`src/rtl/counter_datachk.sv`:
```
// Receive-side checker for the incrementing test pattern: locks onto the
// mod-2^DATA_W sequence, then flags and counts words that break it.
`timescale 1ns/1ps
module counter_datachk #(
    parameter int unsigned DATA_W     = 8,
    parameter int unsigned LOCK_CNT   = 4,
    parameter int unsigned UNLOCK_CNT = 3,
    parameter int unsigned ERR_W      = 16
) (
    input  logic              clk,
    input  logic              rst_n,
    input  logic [DATA_W-1:0] data_in,
    input  logic              data_valid,
    input  logic              clr,
    output logic              locked,
    output logic              err_pulse,
    output logic [ERR_W-1:0]  err_count,
    output logic [31:0]       word_count
);

    typedef enum logic [1:0] {
        SEARCH,
        ACQUIRE,
        LOCKED
    } state_t;

    localparam logic [DATA_W-1:0] ONE_D      = DATA_W'(1);
    localparam logic [ERR_W-1:0]  ONE_E      = ERR_W'(1);
    localparam logic [3:0]        LOCK_TH    = 4'(LOCK_CNT);
    localparam logic [3:0]        UNLOCK_TH  = 4'(UNLOCK_CNT);

    state_t             r_state;
    logic [DATA_W-1:0]  r_exp;
    logic [3:0]         r_good_run;
    logic [3:0]         r_bad_run;
    logic               r_locked;
    logic               r_err_pulse;
    logic [ERR_W-1:0]   r_err_count;
    logic [31:0]        r_word_count;

    logic               w_match;
    logic [DATA_W-1:0]  w_data_inc;
    logic [DATA_W-1:0]  w_exp_inc;
    logic [3:0]         w_good_inc;
    logic [3:0]         w_bad_inc;
    logic               w_cnt_en;
    logic               w_err_en;

    always_comb begin
        w_match    = (data_in == r_exp);
        w_data_inc = data_in + ONE_D;
        w_exp_inc  = r_exp + ONE_D;
        w_good_inc = r_good_run + 4'd1;
        w_bad_inc  = r_bad_run + 4'd1;
        w_cnt_en   = data_valid && (r_state == LOCKED);
        w_err_en   = w_cnt_en && !w_match;
    end

    always_ff @(posedge clk or negedge rst_n) begin
        if (!rst_n) begin
            r_state     <= SEARCH;
            r_exp       <= '0;
            r_good_run  <= '0;
            r_bad_run   <= '0;
            r_locked    <= 1'b0;
            r_err_pulse <= 1'b0;
        end else begin
            r_err_pulse <= 1'b0;
            if (data_valid) begin
                case (r_state)
                    SEARCH: begin
                        r_exp      <= w_data_inc;
                        r_good_run <= 4'd1;
                        r_state    <= ACQUIRE;
                    end
                    ACQUIRE: begin
                        // Both match and mismatch follow the received word; only the run length differs.
                        r_exp <= w_data_inc;
                        if (w_match) begin
                            r_good_run <= w_good_inc;
                            if (w_good_inc == LOCK_TH) begin
                                r_state   <= LOCKED;
                                r_locked  <= 1'b1;
                                r_bad_run <= '0;
                            end
                        end else begin
                            r_good_run <= 4'd1;
                        end
                    end
                    LOCKED: begin
                        // Expected value free-runs so one corrupted word costs one error.
                        r_exp <= w_exp_inc;
                        if (w_match) begin
                            r_bad_run <= '0;
                        end else begin
                            r_err_pulse <= 1'b1;
                            r_bad_run   <= w_bad_inc;
                            if (w_bad_inc == UNLOCK_TH) begin
                                r_state  <= SEARCH;
                                r_locked <= 1'b0;
                            end
                        end
                    end
                    default: begin
                        r_state <= SEARCH;
                    end
                endcase
            end
        end
    end

    always_ff @(posedge clk or negedge rst_n) begin
        if (!rst_n) begin
            r_err_count  <= '0;
            r_word_count <= '0;
        end else if (clr) begin
            r_err_count  <= '0;
            r_word_count <= '0;
        end else begin
            if (w_cnt_en) begin
                r_word_count <= r_word_count + 32'd1;
            end
            if (w_err_en && (r_err_count != '1)) begin
                r_err_count <= r_err_count + ONE_E;
            end
        end
    end

    assign locked     = r_locked;
    assign err_pulse  = r_err_pulse;
    assign err_count  = r_err_count;
    assign word_count = r_word_count;

endmodule

```
`config.mk`:
```
export PLATFORM = sky130hd
export DESIGN_NAME = counter_datachk
export DESIGN_NICKNAME = d
export VERILOG_FILES = /design/src/rtl/counter_datachk.sv
export SDC_FILE = /design/constraint.sdc
export NUM_CORES = 1
export LEC_CHECK = 0
export BUFFER_PORTS_ARGS = -buffer_cell sky130_fd_sc_hd__buf_2
export CORE_MARGIN = 5
export CORE_UTILIZATION = 40
export DETAILED_ROUTE_END_ITERATION = 10
export HOLD_SLACK_MARGIN = 0.02
export PLACE_DENSITY = 0.61
export SLEW_MARGIN = 40
export SYNTH_ARGS = -nofsm -noshare
export SYNTH_HDL_FRONTEND = slang
export SYNTH_SLANG_ARGS = --single-unit
```
`constraint.sdc`:
```
create_clock -name clk -period 2.1 [get_ports clk]
set_clock_uncertainty 0.1 [all_clocks]
set_input_delay 0.42 -clock clk [delete_from_list [all_inputs] [get_ports clk]]
set_output_delay 0.42 -clock clk [all_outputs]
set_load 0.05 [all_outputs]
```
**Word level (Yosys, flattened, before mapping)**

Index checks and enable logic that the tools add are counted.

- Register bits: 68
- Output and inout bits: 50
- Word-level logic and storage cells: 64

- Add/sub/neg operators: 6
- Eq/ne operators: 10
- Mux-type cells: 24
- Reduce and logical (&&, ||, !) cells: 16

Operator list:

| kind | count |
|---|---|
| 32-bit two-way mux | 2 |
| 32-bit by 1-bit adder with 32-bit output, second input constant | 1 |
| 16-bit two-way mux | 2 |
| 16-bit by 1-bit adder with 16-bit output, second input constant | 1 |
| 8-bit by 1-bit adder with 8-bit output, second input constant | 2 |
| 4-bit two-way mux | 4 |
| 16-bit inequality test, second input constant | 1 |
| 4-bit case mux with 2 select lines | 2 |
| 8-bit case mux with 2 select lines | 1 |
| 2-bit nonzero test | 5 |
| 4-bit by 1-bit adder with 4-bit output, second input constant | 2 |
| 8-bit equality test | 1 |
| 2-bit two-way mux | 4 |
| 1-bit two-way mux | 7 |
| 2-bit inequality test, second input constant | 3 |
| 2-bit case mux with 3 select lines | 1 |
| 6-bit AND reduction | 1 |
| 5-bit AND reduction | 1 |
| 4-bit by 2-bit equality test with 1-bit output, second input constant | 1 |
| 4-bit by 3-bit equality test with 1-bit output, second input constant | 1 |
| 2-bit AND reduction | 2 |
| 4-bit AND reduction | 1 |
| 1-bit logical AND | 3 |
| 2-bit by 1-bit equality test with 1-bit output, second input constant | 1 |
| 6 further kinds | 6 |

**Longest topological paths before layout**

- Depth in word-level cells: 6
- Mapped depth: 11
- Mapped depth without buffers: 9

**Worst setup path before layout**

No wires, ideal clock.

- Path kind: flip-flop to flip-flop
- Start: reg r_err_count[1], in the netlist err_count[1]
- End: reg r_err_count[0], in the netlist err_count[0]
- Library setup time: 0.078 ns
- Arrival: 2.234 ns
- Required time: 1.922 ns
- Path slack: -0.312 ns
- Stages on the path, launching flop included: 9
- Path buffers: 2
- Path through: dfrtp_1 -> ha_1 -> nand3_1 -> or4_4 -> nor2_1 -> buf_4 -> buf_6 -> o21ai_0 -> a21oi_1

- Longest elaborated chain between the ends: 3

RTL lines:

| what | RTL line | source |
|---|---|---|
| start: declaration | 38 | `logic [ERR_W-1:0] r_err_count;` |
| start signal: assignment | 124 | `r_err_count <= r_err_count + ONE_E;` |
| 16-bit inequality test | 123 | `if (w_err_en && (r_err_count != '1)) begin` |
| 1-bit logical AND | 123 |  |
| 2-bit nonzero test (no source line) | n/a |  |

Every way passes these cells.
A chain may end at the register's enable or synchronous reset.

**Worst setup path after layout**

- Start: reg r_state[0]
- End: reg r_err_count[6], in the netlist err_count[6]

- Longest elaborated chain between the ends: 5

RTL lines:

| what | RTL line | source |
|---|---|---|
| start: declaration | 32 | `state_t r_state;` |
| start signal: assignment | 61 | `r_state <= SEARCH;` |
| start signal: assignment | 74 | `r_state <= ACQUIRE;` |
| start signal: assignment | 82 | `r_state <= LOCKED;` |
| 2-bit equality test | 55 | `w_cnt_en = data_valid && (r_state == LOCKED);` |
| 1-bit logical AND | 55 |  |
| 1-bit logical AND | 56 | `w_err_en = w_cnt_en && !w_match;` |
| 1-bit logical AND | 123 |  |
| 2-bit nonzero test (no source line) | n/a |  |

Every way passes these cells.

==> impl_metrics.toml <==
[timing]
finalSetupViolCount = 0
max_freq_mhz = 488
fin_crit_sh_pct = 97.6
final_max_slew_viol_count = 0
hold_viol_final = 0
whs_ns = 0.314
grt_setup_unrepaired = "yes"
timing.slew.headroom_pct = 65.5
tightest_slew_ns = 0.518
final.min_clock_period_ns = 2.05

[synth]
synth_top_area_share_pct = 42.3
yosysTopAreaCell = "dfrtp_1"
syn_area_per_cell_um2 = 9.49
yosysSeqAreaShare_pct = 42.3
ys_ff_latch = 68
synth_nets = 443
ys_types = 63
synth_flop_cell = "dfrtp_1"
synthArstFlopShare_pct = 100
syn_area_um2 = 4020
synth.area.top_cells = "dfrtp_1, xor2_1, nor2_1, xnor2_1, nand3_1"
synth_edf_count = 0
ys_warn_count = 0
synthesis.instances = 424

[floorplan]
fp.coreArea_um2 = 9770
num_io_pins = 62
rows = 36
die_h_um = 110
die-width_um = 110
start_util_pct = 41.2
dieArea_um2 = 12200

[detailed_routing]
firstDrtPassIters = 4
drt_wl_total_mm = 10.3
drc = 0
antenna_left = 0
vias = 3673
first_iter_violations = 143
viasPerCell = 5.47
wl_per_cell_um = 15.3

[worst_hold_path]
hold_class = "in -> reg"

[power]
leakage_nw = 2.30
cellPowerDensity_nw_per_um2 = 559
vdd_drop_max_mv = 0.247

[cells_and_area]
fillerInstances = 928
multiInputGateArea_um2 = 2280
layout_common_cells = "buf_2, dfrtp_1, buf_4"
stdcell_count = 672
nets = 553
ff_latch_area_um2 = 1720
drive_gt1_share_pct = 32.7
antenna_cells = 0
area_growth_pct = 28.6
final_common_cell = "buf_2"
final_util_pct = 53.0

[placed_design]
dp_cells = 650
hpwl_mm = 7.39
place_congestion = 0.887
port_buffers = 61

[global_route]
grt.total_usage_pct = 17.9
grt_antenna_before_repair = 0
grt_first_pass_wirelength_mm = 17.4
overflow = 0
grt_max_degree = 69
grt_pass1_vias = 3507

[worst_setup_path]
path_class = "reg -> reg"
required_ns = 2.26
r2r_setup_slack_ns = 0.05
path_max_fanout = 31
cp_data_arrival_time_ns = 2.21
critPathLaunchType = "flop"
worstSetupEndpointType = "flop"

[clock_network]
ctsHtreeMaxLevel = 3
cts_tree = "built"
cts_made_buffers = 9
clkTransAtPathRegs_ns = 0.08
cts_buffer_depth = 2
cts_sinks = 68
cts_root_buf = "clkbuf_8"
insertion_delay_ns = 0.33

[flow_run]
max_cap_violations = 0

[status]
outcome = "complete, no violations"
==> registers in the layout (all words and copies together), names as in the netlist <==
| register | cells |
|---|---|
| err_count | 16 |
| err_pulse | 1 |
| locked | 1 |
| r_exp | 8 |
| r_bad_run | 4 |
| word_count | 32 |
| r_state | 2 |
| r_good_run | 4 |
==> path summary, 6_finish.rpt <==
| path | end | cells past startpoint | from |
|---|---|---|---|
| setup / recovery | err_count[6] | 7 | r_state[0] |
| hold / removal | r_exp[0] | 4 | data_in[0] |
| setup reg to reg | err_count[6] | 7 | r_state[0] |
| hold reg to reg | word_count[18] | 2 | word_count[18] |
| max in group asynchronous | word_count[15] | 3 | rst_n |
| min in group asynchronous | err_count[7] | 3 | rst_n |
==> through the flow <==
| step | power [W] | setup TNS [ns] | setup slack, ns | area (um2) |
|---|---|---|---|---|
| after floorplan | 0.00166 | 0 | 0.00440 | 4070 |
| after global placement | 0.00182 | 0 | 0.0136 | 4860 |
| after detailed placement | 0.00184 | -0.0343 | -0.0264 | 4860 |
| after CTS | 0.00291 | 0 | 0.0245 | 5060 |
| after global routing | 0.00304 | -0.0674 | -0.0295 | 5180 |
| final | 0.00290 | 0 | 0.0495 | 5180 |
==> kinds of logic (layout without fill, tap and decap cells) <==
| group | after synthesis | count (layout) | share of synthesized area, % |
|---|---|---|---|
| AOI/OAI and AO/OA | 85 | 85 | 14.5 |
| xor gates and xnor gates | 42 | 42 | 9.14 |
| adders and majority gates | 7 | 7 | 2.18 |
| buffers and inverters | 30 | 145 | 3.64 |
| DFF | 68 | 68 | 42.3 |
| muxes | 8 | 8 | 2.15 |
| and+or+nand+nor | 184 | 184 | 26.1 |
==> cells in the mapped netlist (7+ instances only) <==
cell type / n
a21oi_1: 25
and3_1: 8
and4_1: 7
clkbuf_1: 8
dfrtp_1: 68
ha_1: 7
inv_1: 12
nand2_1: 34
nand3_1: 26
nand4_1: 19
nor2_1: 42
o21ai_0: 12
o31ai_1: 11
o41ai_1: 7
or4_1: 9
xnor2_1: 17
xor2_1: 25
==> worst max-delay path: stages (launching register included) <==
cell and delay [ns]:
dfrtp_1 0.41, nand2b_1 0.25, buf_4 0.19, nor2_4 0.09, o21ai_2 0.08, buf_12 0.17
or4_1 0.50, a21oi_1 0.17
==> timing repair <==
action                     in CTS  in global routing
setup endpoints to repair       0                 15
hold endpoints to repair       33                  0
buffers inserted                0                  5
gates resized for setup         0                 17
hold buffers                    1                  0
==> metal layers <==
layer / routed length (um) / track usage [%]
met1: 4870 / 25.4
met4: 87 / 4.84
met3: 386 / 2.85
met5: 0 / 0
met2: 4950 / 28.2
==> report_power, final <==
part           total, W  switching [W]  internal [W]
clock network   0.00107       0.000521      0.000549
logic          0.000394       0.000212      0.000181
registers       0.00143      0.0000671       0.00136
total           0.00290       0.000801       0.00210
==> cell type report <==
class	instances	share of cell area, %
tap	133	3.21
multi-input combinational	326	44.1
sequential	68	33.2
clock inverter	6	1.26
inverter	12	0.870
timing repair buffer	117	14.9
clock buffer	10	2.47
Note: power is estimated with default switching activity, not from simulation.
